--- config.mk ---
export PLATFORM = sky130hd
export DESIGN_NAME = main_mem_arbiter
export DESIGN_NICKNAME = d
export VERILOG_FILES = /design/src/rtl/main_mem_pkg.sv /design/src/rtl/main_mem_prio.sv /design/src/rtl/main_mem_arbiter.sv
export SDC_FILE = /design/constraint.sdc
export NUM_CORES = 1
export LEC_CHECK = 0
export CORE_MARGIN = 1.5
export CORE_UTILIZATION = 45
export CTS_BUF_LIST = sky130_fd_sc_hd__clkbuf_8
export CTS_CLUSTER_SIZE = 28
export DETAILED_ROUTE_END_ITERATION = 10
export GPL_TIMING_DRIVEN = 0
export PLACE_DENSITY_LB_ADDON = 0.15
export SLEW_MARGIN = 10
export SYNTH_ARGS = -nofsm -noshare
export SYNTH_HDL_FRONTEND = slang
export SYNTH_HIERARCHICAL = 1
export SYNTH_SLANG_ARGS = --single-unit
--- constraint.sdc ---
create_clock -name clock -period 5.2 [get_ports clock]
set_clock_uncertainty 0.1 [all_clocks]
set_input_delay 1.04 -clock clock [delete_from_list [all_inputs] [get_ports clock]]
set_output_delay 1.04 -clock clock [all_outputs]
set_load 0.02 [all_outputs]
--- src/rtl/main_mem_pkg.sv ---
// Shared types and widths for the main data RAM arbiter and its requesters.
package main_mem_pkg;

   localparam int unsigned MEM_ADDR_W = 12;
   localparam int unsigned MEM_DATA_W = 16;
   localparam int unsigned STARVE_W   = 4;

   typedef enum logic {
      PORT_CPU = 1'b0,
      PORT_DBG = 1'b1
   } port_id_t;

   typedef struct packed {
      logic                  wren;
      logic [MEM_ADDR_W-1:0] addr;
      logic [MEM_DATA_W-1:0] wdata;
   } mem_req_t;

endpackage

--- src/rtl/main_mem_prio.sv ---
// Fixed-priority grant (port 0 first) with a saturating starvation counter
// that hands one contested cycle to port 1 after STARVE_LIMIT losses.
module main_mem_prio
   import main_mem_pkg::*;
#(
   parameter int unsigned STARVE_LIMIT = 4
) (
   input  logic clock,
   input  logic n_reset,
   input  logic req0,
   input  logic req1,
   output logic gnt0_c,
   output logic gnt1_c
);

   logic [STARVE_W-1:0] starve_cnt;
   logic                p1_turn_c;

   always_comb begin
      gnt0_c    = 1'b0;
      gnt1_c    = 1'b0;
      p1_turn_c = (starve_cnt == STARVE_W'(STARVE_LIMIT));
      if (req0 && req1) begin
         if (p1_turn_c) gnt1_c = 1'b1;
         else           gnt0_c = 1'b1;
      end else begin
         gnt0_c = req0;
         gnt1_c = req1;
      end
   end

   // Counts contested cycles lost by port 1; any port-1 grant clears it.
   always_ff @(posedge clock or negedge n_reset) begin
      if (!n_reset) begin
         starve_cnt <= '0;
      end else if (gnt1_c) begin
         starve_cnt <= '0;
      end else if (req0 && req1 && gnt0_c && (starve_cnt < STARVE_W'(STARVE_LIMIT))) begin
         starve_cnt <= starve_cnt + STARVE_W'(1);
      end
   end

endmodule

--- src/rtl/main_mem_arbiter.sv ---
// Two-port pipelined arbiter for the single-port main RAM (drive + response stage).
// Optional conflict statistics enabled by defining MAIN_ARB_STATS_EN.
module main_mem_arbiter
   import main_mem_pkg::*;
#(
   parameter int unsigned ADDR_W       = MEM_ADDR_W,
   parameter int unsigned DATA_W       = MEM_DATA_W,
   parameter int unsigned STARVE_LIMIT = 4
) (
   input  logic              clock,
   input  logic              n_reset,
   input  logic              p0_req,
   input  logic              p0_wren,
   input  logic [ADDR_W-1:0] p0_addr,
   input  logic [DATA_W-1:0] p0_wdata,
   output logic              p0_gnt,
   output logic              p0_done,
   output logic [DATA_W-1:0] p0_rdata,
   input  logic              p1_req,
   input  logic              p1_wren,
   input  logic [ADDR_W-1:0] p1_addr,
   input  logic [DATA_W-1:0] p1_wdata,
   output logic              p1_gnt,
   output logic              p1_done,
   output logic [DATA_W-1:0] p1_rdata,
   output logic [ADDR_W-1:0] m_addr,
   output logic [DATA_W-1:0] m_data,
   output logic              m_wren,
   input  logic [DATA_W-1:0] m_q,
   output logic              busy
`ifdef MAIN_ARB_STATS_EN
   ,
   input  logic              stats_clr,
   output logic [15:0]       conflict_cnt
`endif
);

   logic     d_valid;
   port_id_t d_port;

   main_mem_prio #(
      .STARVE_LIMIT (STARVE_LIMIT)
   ) u_prio (
      .clock   (clock),
      .n_reset (n_reset),
      .req0    (p0_req),
      .req1    (p1_req),
      .gnt0_c  (p0_gnt),
      .gnt1_c  (p1_gnt)
   );

   // Drive stage: present the winner to the RAM; write enable never lingers.
   always_ff @(posedge clock or negedge n_reset) begin
      if (!n_reset) begin
         m_addr  <= '0;
         m_data  <= '0;
         m_wren  <= 1'b0;
         d_valid <= 1'b0;
         d_port  <= PORT_CPU;
      end else begin
         d_valid <= p0_gnt | p1_gnt;
         m_wren  <= 1'b0;
         if (p0_gnt) begin
            m_addr <= p0_addr;
            m_data <= p0_wdata;
            m_wren <= p0_wren;
            d_port <= PORT_CPU;
         end else if (p1_gnt) begin
            m_addr <= p1_addr;
            m_data <= p1_wdata;
            m_wren <= p1_wren;
            d_port <= PORT_DBG;
         end
      end
   end

   // Response stage: capture read data and raise the done pulse of the owner.
   always_ff @(posedge clock or negedge n_reset) begin
      if (!n_reset) begin
         p0_done  <= 1'b0;
         p1_done  <= 1'b0;
         p0_rdata <= '0;
         p1_rdata <= '0;
         busy     <= 1'b0;
      end else begin
         p0_done <= d_valid && (d_port == PORT_CPU);
         p1_done <= d_valid && (d_port == PORT_DBG);
         busy    <= p0_gnt | p1_gnt | d_valid;
         if (d_valid && !m_wren) begin
            if (d_port == PORT_CPU) p0_rdata <= m_q;
            else                    p1_rdata <= m_q;
         end
      end
   end

`ifdef MAIN_ARB_STATS_EN
   always_ff @(posedge clock or negedge n_reset) begin
      if (!n_reset) begin
         conflict_cnt <= '0;
      end else if (stats_clr) begin
         conflict_cnt <= '0;
      end else if (p0_req && p1_req && (conflict_cnt != 16'hFFFF)) begin
         conflict_cnt <= conflict_cnt + 16'd1;
      end
   end
`endif

endmodule
=== Word level (Yosys, flattened, before mapping) ===
Cells that the tools add are included.

* Input port bits: 78
* Bits in read-only memories: 0
* Register bits: 70
* Bits in writable memories: 0
* Latch bits: 0
* Output and inout bits: 66
* Memories kept: 0

* Bitwise operators: 3
* Reduce and logical (&&, ||, !) cells: 11
* Div/mod/pow operators: 0
* Mux-type cells: 14
* Shift operators: 0
* $mul: 0
* $add $sub $neg: 1
* Order comparisons: 1
* Equal/unequal tests: 1

{| class="wikitable"
|+ Operator list
! kind !! count
|-
| 16-bit 2-to-1 mux || 2
|-
| 12-bit 2-to-1 mux || 2
|-
| 1-bit 2-to-1 mux || 8
|-
| 4-bit 2-to-1 mux || 2
|-
| 1-bit logical AND || 6
|-
| 4-bit by 1-bit adder with 4-bit output, second input constant || 1
|-
| 4-bit by 3-bit == test with 1-bit output, second input constant || 1
|-
| 4-bit by 3-bit < comparator with 1-bit output, second input constant || 1
|-
| 2-bit AND reduction || 2
|-
| 2-bit nonzero test || 2
|-
| 1-bit OR || 2
|-
| 1-bit logical NOT || 1
|-
| 1-bit NOT || 1
|}

=== Logic depth before layout (Yosys ltp) ===
Gate-level depths: netlist of run 1.

* Depth in word-level cells: 7
* Depth in mapped cells: 8

=== By module ===
Netlist of run 1, hierarchy kept.

{| class="wikitable"
|+ By module, submodules not included
! module !! cells each !! area an instance (µm²) !! instances
|-
| main_mem_arbiter || 206 || 2686.3 || 1
|-
| main_mem_prio || 24 || 235.2 || 1
|}

=== Worst setup path after synthesis of run 1 ===
OpenSTA, ideal clock, no wires.

* Path type: input to output
* Start point: input p1_req
* End point: output p1_gnt
* Required time: 4.060 ns
* Data arrival time: 1.501 ns
* Stages on the path: 1
* Path slack: 2.559 ns
* Path through: a21boi_1

* Cells in the longest elaborated chain, start to end: 2

{| class="wikitable"
|+ Ends and longest elaborated chain
! what !! line !! RTL
|-
| from (decl) || main_mem_arbiter.sv:19 || <nowiki>input logic p1_req,</nowiki>
|-
| 1-bit logical AND || main_mem_prio.sv:23 || <nowiki>if (req0 && req1) begin</nowiki>
|-
| 1-bit 2-to-1 mux * || main_mem_prio.sv:23 ||
|-
| to (decl) || main_mem_arbiter.sv:23 || <nowiki>output logic p1_gnt,</nowiki>
|}

Every way passes the cells marked *; elsewhere a longest branch is shown, timed or not.

=== Worst setup path after layout of run 1 ===
Same ends and word-level chain as after synthesis.

==> metrics.yaml, run 1 <==
power_and_ir_drop:
  p_per_area_mw_per_mm2: 403
  ir_drop_uv: 286
  clkPwrFrac_pct: 23.8
  p_seq_share_pct: 39.5
  power.internal_mw: 1.31
  switching_share_pct: 30.6
  p_leak_nw: 1.98
  power_frac_comb_pct: 36.7
  power.switching_mw: 0.578
floorplanning:
  start_util_pct: 46.3
  die_area_mm2: 0.00698
  io-pin-count: 144
  core-area_mm2: 0.00631
  die_h_um: 83.6
  rows: 29
  die_w_um: 83.6
placed_design:
  io_buffers: 143
  dp_hpwl_um: 5200
  placed_cells: 451
  gp_congestion: 0.788
  place_ws_ns: 1.47
drt:
  drtIter0Drc: 39
  via_per_inst: 4.99
  avgRoutedWirePerCell_um: 14.9
  vias: 2328
  drt-total-wl_um: 6950
  antenna_left: 0
  drt_pass1_iterations: 4
  drc: 0
sta:
  fin_crit_ns: 3.72
  finalMaxSlewViolations: 0
  max_freq_ghz: 0.269
  hold_viol: 0
  max_slew.worst_pin.slew_ns: 0.477
  slew_headroom_pct: 68.2
  timing.final.crit_share_pct: 71.5
  layout_setup_ws_ns: 1.48
  grt_setup_unrepaired: "false"
  setup_viol: 0
  setup-tns-final_ns: 0
synth:
  syn_avg_cell_area_um2: 12.7
  synth_flop_cell: "dfrtp_1"
  ys_top_cells_by_area: "dfrtp_1, mux2_2, mux2i_1"
  synth_edf_count: 0
  ys_seq_area_share_pct: 60.0
  syn_area_mm2: 0.00292
  yosys.area.top_type: "dfrtp_1"
  synth_most_common_cell: "dfrtp_1"
  ys_ff_latch: 70
  synth_fp_nets: 310
  ys_types: 26
  netlist.area_leader.share_pct: 60.0
  synthArstFlopShare_pct: 100
  synth_commonest_cells: "dfrtp_1, mux2_2, o21ai_0"
  syn-instance-count: 230
  yosys_warnings: 6
global_routing:
  grt_pass1_wl_um: 11600
  antenna_found_initial: 0
  grt_usage_pct: 21.0
  grt_max_degree: 50
  first_global_vias: 2429
  grt-ovfl-total: 0
setup_path:
  reg2reg_depth: 8
  cp_slowest_stage_delay_ns: 0.67
  arrival_ns: 2.58
  path_max_fanout: 5
  worstSetupPathType: "in2out"
  crit_top_cell: "clkdlybuf4s50_1"
  crit_required_ns: 4.06
  crit_chain: "clkdlybuf4s50_1 -> a21boi_1 -> clkdlybuf4s50_1"
  slowest_stage: "clkdlybuf4s50_1"
  start_kind: "primary input"
  critPathCaptureType: "output pin"
finish:
  syn_to_final_growth_pct: 60.4
  fillers: 481
  final_nets: 465
  drive_gt1_share_pct: 15.1
  insertedDiodeCount: 0
  regArea_mm2: 0.00175
  final_cells: 467
  multiInputGateArea_mm2: 0.00108
clocking:
  clock-sinks: 70
  post-cts-setup-buffers: 0
  clk_latency_ns: 0.34
  clk_pin_slew_worst_paths_ns: 0.06
  root_buffer: "clkbuf_8"
  cts_buffer_depth: 2
  numCtsBuffers: 9
  h-tree-depth: 3
  cts_tree: "done"
  cts_hold_buf: 0
  cts_resized: 0
worst_hold_path:
  hold_class: "reg2reg"
  whs_path_depth: 1
status:
  status: "complete, no violations"
run:
  maxCapViolCount: 0
==> worst max-delay path: cells and delay by family <==
family | cells | cell delay (ns)
buffers and inverters | 2 | 1.21
AOI/OAI and AO/OA | 1 | 0.33
==> power groups by stage <==
stage          sequential [mW]  combinational (mW)  clock [mW]
3_5_place_dp             0.755               0.701           0
6_report                 0.745               0.693       0.450
4_1_cts                  0.746               0.701       0.461
2_1_floorplan            0.900               0.188           0
5_1_grt                  0.764               0.737       0.485
3_3_place_gp             0.749               0.684           0
==> worst paths after layout <==
check                                startpoint          end  slack, ns
setup / recovery                         p1_req       p1_gnt       1.48
hold / removal                      p0_rdata[6]  p0_rdata[6]       0.41
setup reg to reg           u_prio/starve_cnt[0]    m_addr[1]       2.97
hold reg to reg                     p0_rdata[6]  p0_rdata[6]       0.41
max in group asynchronous               n_reset    m_data[9]       3.98
min in group asynchronous               n_reset  p1_rdata[3]       0.48
==> state kept, by name, summed over array words and instances (netlist names) <==
name / flops
u_prio/starve_cnt: 4
p1_done: 1
p0_done: 1
m_data: 16
d_valid: 1
busy: 1
p0_rdata: 16
m_wren: 1
d_port: 1
m_addr: 12
p1_rdata: 16
==> metal layers <==
| metal | GRT usage, % | vias up | wire [um] |
|---|---|---|---|
| li1 | - | 1101 | - |
| met1 | 25.8 | 1107 | 2910 |
| met2 | 33.3 | 106 | 3280 |
| met3 | 6.92 | 14 | 612 |
| met4 | 10.1 | 0 | 157 |
| met5 | 0 | - | 0 |
==> cell usage in the layout (no fill, tap or decap), types with 2 or more instances in the layout <==
cell / Yosys / final
nand2_1: 30 / 30
nor2b_1: 2 / 2
clkbuf_1: 7 / 7
buf_2: 3 / 3
clkdlybuf4s50_1: 0 / 142
mux2i_1: 29 / 29
ha_1: 2 / 2
mux2_2: 32 / 32
clkbuf_8: 1 / 13
dfrtp_1: 70 / 70
nor2_1: 5 / 5
inv_1: 4 / 6
o21ai_0: 31 / 31
==> logic make-up after synthesis <==
group / count (synthesis) / synth area share (%)
flops: 70 / 60.0
mux: 61 / 22.3
simple gates: 45 / 7.62
compound gates: 35 / 6.38
buf+inv: 17 / 2.91
fa+ha+maj: 2 / 0.856
==> layout make-up <==
type	count	share of cell area, %
plain buffers	13	1.50
clock buffers	12	3.52
clock inverters	4	0.988
inverters	4	0.320
multi-input cells	143	23.2
flip-flops and latches	70	37.4
well taps	77	2.06
repair buffers	144	31.1
==> stage by stage <==
step                area [um^2]  hold slack, ns  total power [mW]  utilization [%]
global placement           4450           0.386              1.43             70.5
CTS                        4690           0.407              1.91             74.2
finish                     4690           0.407              1.89             74.2
global route               4690           0.417              1.99             74.2
detailed placement         4470           0.392              1.46             70.9
floorplan                  2920           0.377              1.09                -
(Power assumes the default switching activity.)
==> run 2, diff against run 1 <==
Settings changed: CORE_UTILIZATION 45 to 38.
Clock period 5.2 ns to 3.4 ns, I/O delays scaled along.
==> run 2 against run 1 <==
Sequential cell count stayed put. Global-route usage is 3.3 points lower. Routed wire length fell by 0.58%. Register-to-register slack got worse by 1.8 ns. Total power rose by 51%. Largest cell class unchanged. Non-clock buffer count did not move. Final cell count increased by 4.7%. Clock-buffer cell count decreased by 2. Core utilization fell by 10 points. Sequential power rose by 53%. Combinational power up 52%.
==> metrics.yaml, run 2 (synthesis results as in run 1) <==
placed_design:
  dp_hpwl_um: 5090
  placed_cells: 473
  gp_congestion: 0.692
  io_buffers: 143
power_and_ir_drop:
  ir_drop_uv: 260
  switching_share_pct: 31.3
  p_seq_share_pct: 39.8
  clkPwrFrac_pct: 23.3
  p_per_area_mw_per_mm2: 609
  p_leak_nw: 1.96
  power.internal_mw: 1.96
  power_frac_comb_pct: 36.9
  power.switching_mw: 0.895
  finalPower_mw: 2.86
global_routing:
  grt_usage_pct: 17.7
  first_global_vias: 2347
  grt-ovfl-total: 0
  antenna_found_initial: 0
  grt_pass1_wl_um: 11300
  grt_max_degree: 42
setup_path:
  slowest_stage: "clkdlybuf4s50_1"
  crit_top_cell: "clkdlybuf4s50_1"
  crit_chain: "clkdlybuf4s50_1 -> a21boi_1 -> clkdlybuf4s50_1"
  start_kind: "primary input"
  crit_family: "buffers and inverters"
  worstSetupPathType: "in2out"
  critPathBufInv: 2
  cp_slowest_stage_delay_ns: 0.67
  arrival_ns: 2.23
  critPathCaptureType: "output pin"
  crit_required_ns: 2.62
  path_max_fanout: 5
drt:
  drt_pass1_iterations: 4
  drtIter0Drc: 76
  via_per_inst: 4.70
  avgRoutedWirePerCell_um: 14.1
  drc: 0
  drt-total-wl_um: 6910
  vias: 2297
  antenna_left: 0
finish:
  final_nets: 465
  mostFrequentLayoutCells: "clkdlybuf4s50_1, dfrtp_1, mux2_2"
  drive_gt1_share_pct: 15.6
  top_regs: "m_data: 16 flops, p0_rdata: 16 flops, p1_rdata: 16 flops"
  insertedDiodeCount: 0
  final_cells: 489
  syn_to_final_growth_pct: 60.6
  final_common_cell: "clkdlybuf4s50_1"
sta:
  fin_crit_ns: 3.01
  slew_headroom_pct: 67.8
  setup_viol: 0
  timing.final.crit_share_pct: 88.4
  grt_setup_unrepaired: "false"
  finalMaxSlewViolations: 0
  hold_viol: 0
  hold_slack_ns: 0.153
  max_slew.worst_pin.slew_ns: 0.484
  max_freq_ghz: 0.333
clocking:
  clock-sinks: 70
  clk_pin_slew_worst_paths_ns: 0.08
  numCtsBuffers: 9
  cts_resized: 0
  cts_hold_buf: 0
  post-cts-setup-buffers: 0
  root_buffer: "clkbuf_8"
  clk_latency_ns: 0.34
  cts_buffer_depth: 2
  cts_tree: "done"
  h-tree-depth: 3
floorplanning:
  die_area_mm2: 0.00822
  start_util_pct: 39.9
  core-area_mm2: 0.00733
  die_w_um: 90.7
  die_h_um: 90.7
  rows: 31
  io-pin-count: 144
status:
  status: "complete, no violations"
run:
  maxCapViolCount: 0
worst_hold_path:
  hold_class: "in2async"
[run 2: changes by cell type in the layout (fill, tap and decap cells not counted), sizes merged]
cell and delta:
clkinv +3, clkbuf -2, inv -2, clkinvlp +1
[run 2: final timing paths]
kind | endpoint | from | slack [ns] | depth (start not counted)
max | p1_gnt | p1_req | 0.39 | 3
min | p1_rdata[1] | n_reset | 0.15 | 1
max reg2reg | m_addr[0] | u_prio/starve_cnt[0] | 1.16 | 8
min reg2reg | p0_rdata[12] | p0_rdata[12] | 0.41 | 1
max in group asynchronous | m_addr[1] | n_reset | 2.50 | 2
min in group clock | p0_rdata[12] | p0_rdata[12] | 0.41 | 1
[run 2: final cells by class]
type	count	area, um^2
Fill cell	599	2640
Inverter	4	15.0
Multi-Input combinational cell	143	1080
Timing Repair Buffer	144	1450
Clock inverter	6	61.3
Tap cell	99	124
Buffer	13	70.1
Sequential cell	70	1750
Clock buffer	10	138
[run 2: per-stage QoR]
stage | setup WS (ns) | instance area [um^2] | util [%] | TNS [ns]
floorplan | 1.24 | 2920 | - | 0
global placement | -0.902 | 4480 | 61.1 | -62.87
detailed placement | 0.373 | 4490 | 61.3 | 0
CTS | 0.376 | 4690 | 64.0 | 0
global route | 0.293 | 4690 | 64.0 | 0
finish | 0.393 | 4690 | 64.0 | 0
[run 2: power groups by stage]
| stage | Combinational, mW | Clock [mW] | Sequential, mW |
|---|---|---|---|
| 3_3_place_gp | 1.05 | 0 | 1.15 |
| 2_1_floorplan | 0.288 | 0 | 1.38 |
| 6_report | 1.05 | 0.667 | 1.14 |
| 5_1_grt | 1.13 | 0.726 | 1.17 |
| 4_1_cts | 1.07 | 0.693 | 1.14 |
| 3_5_place_dp | 1.07 | 0 | 1.15 |
[run 2: layer usage]
layer / wire length (um) / vias to the layer above / GRT usage (%)
met5: 0 / - / 0
met3: 572 / 8 / 6.48
met1: 3100 / 1077 / 22.5
met4: 115 / 0 / 7.14
li1: - / 1108 / -
met2: 3120 / 104 / 27.0
==> run 3, diff against run 2 <==
Settings changed: PLACE_DENSITY set to 0.89, PLACE_DENSITY_LB_ADDON 0.15 to unset, RECOVER_POWER set to 100.
==> run 3 against run 2 <==
Sequential share of layout area rose by 0.55 points. Sequential cell count did not move. Clock power fell by 8.7%. Final area fell by 1.4%. Sequential power barely moved. Critical path depth did not move. Die area did not move. Critical endpoint unchanged. Largest cell class unchanged.
==> metrics.yaml, run 3 (synthesis results as in run 1) <==
status:
  status: "complete, no violations"
clocking:
  cts_buffer_depth: 2
  clock-sinks: 70
  h-tree-depth: 3
  root_buffer: "clkbuf_8"
  clk_latency_ns: 0.32
  post-cts-setup-buffers: 0
  cts_tree: "done"
  cts_hold_buf: 0
  cts_resized: 0
  numCtsBuffers: 9
  clk_pin_slew_worst_paths_ns: 0.07
finish:
  mostFrequentLayoutCells: "clkdlybuf4s50_1, dfrtp_1, dlygate4sd3_1"
  insertedDiodeCount: 0
  fillers: 552
  final_common_cell: "clkdlybuf4s50_1"
  syn_to_final_growth_pct: 58.3
  final_nets: 465
  final_cells: 489
  drive_gt1_share_pct: 13.1
  top_regs: "m_data: 16 flops, p0_rdata: 16 flops, p1_rdata: 16 flops"
power_and_ir_drop:
  p_per_area_mw_per_mm2: 590
  ir_drop_uv: 214
  p_leak_nw: 1.96
floorplanning:
  die_w_um: 90.7
  rows: 31
  core-area_mm2: 0.00733
  start_util_pct: 39.9
  io-pin-count: 144
  die_h_um: 90.7
  die_area_mm2: 0.00822
drt:
  drt-total-wl_um: 7160
  drt_pass1_iterations: 4
  avgRoutedWirePerCell_um: 14.6
  vias: 2341
  drtIter0Drc: 53
  antenna_left: 0
  via_per_inst: 4.79
  drc: 0
placed_design:
  io_buffers: 143
  dp_hpwl_um: 5480
  placed_cells: 473
  gp_congestion: 0.764
  place_ws_ns: 0.376
setup_path:
  arrival_ns: 2.34
  worstSetupPathType: "in2out"
  start_kind: "primary input"
  critPathCaptureType: "output pin"
  crit_required_ns: 2.62
  path_max_fanout: 5
global_routing:
  grt_usage_pct: 18.3
  grt-ovfl-total: 0
  antenna_found_initial: 0
  grt_max_degree: 45
  first_global_vias: 2509
  grt_pass1_wl_um: 12000
run:
  maxCapViolCount: 0
sta:
  timing.final.crit_share_pct: 91.8
  layout_setup_ws_ns: 0.277
  setup_viol: 0
  fin_crit_ns: 3.12
  grt_setup_unrepaired: "false"
  max_slew.worst_pin.slew_ns: 1.35
  max_freq_ghz: 0.320
  hold_slack_ns: 0.402
  hold_viol: 0
  finalMaxSlewViolations: 0
  setup-tns-final_ns: 0
  slew_headroom_pct: 9.75
worst_hold_path:
  hold_class: "reg2reg"
[run 3: where the power goes]
group	internal [mW]	total [mW]	leakage, nW	switching [mW]
Sequential	1.03	1.13	0.836	0.103
Combinational	0.500	0.984	1.02	0.485
Clock	0.320	0.609	0.0996	0.289
[run 3: area by class of cell]
| class | count | area, um^2 | area share, % |
|---|---|---|---|
| multi-input combinational | 143 | 1070 | 23.1 |
| tap | 99 | 124 | 2.68 |
| clock inverter | 4 | 21.3 | 0.460 |
| inverter | 4 | 15.0 | 0.325 |
| buffer | 13 | 48.8 | 1.05 |
| sequential | 70 | 1750 | 37.9 |
| timing repair buffer | 144 | 1430 | 30.9 |
| clock buffer | 12 | 165 | 3.57 |
[run 3: worst max-delay path, cell delays in order]
cell and delay [ns]:
dlygate4sd3_1 0.60, a21boi_1 0.33, dlygate4sd3_1 0.73
[run 3: through the flow]
stage | power, mW | cell area [um^2] | util [%]
floorplan | 1.66 | 2920 | -
global placement | 2.19 | 4480 | 61.1
detailed placement | 2.24 | 4490 | 61.3
CTS | 2.85 | 4680 | 63.9
global route | 2.88 | 4630 | 63.1
finish | 2.73 | 4630 | 63.1
[run 3: final timing paths]
kind / slack [ns] / endpoint / cells after the start / from
worst max-delay path: 0.28 / p1_gnt / 3 / p1_req
worst min-delay path: 0.40 / p1_rdata[5] / 1 / p1_rdata[5]
worst max register to register: 0.83 / m_addr[4] / 8 / u_prio/starve_cnt[0]
worst min register to register: 0.40 / p1_rdata[5] / 1 / p1_rdata[5]
max in group asynchronous: 0.93 / m_addr[9] / 2 / n_reset
min in group asynchronous: 0.53 / p0_rdata[13] / 1 / n_reset
[run 3: per-layer routing]
layer,up-vias,GRT usage [%],share of wire [%]
met5,-,0,0
met4,0,6.35,1.3
met3,10,4.21,7.0
met2,103,31.1,49
met1,1121,22.7,43
li1,1107,-,-
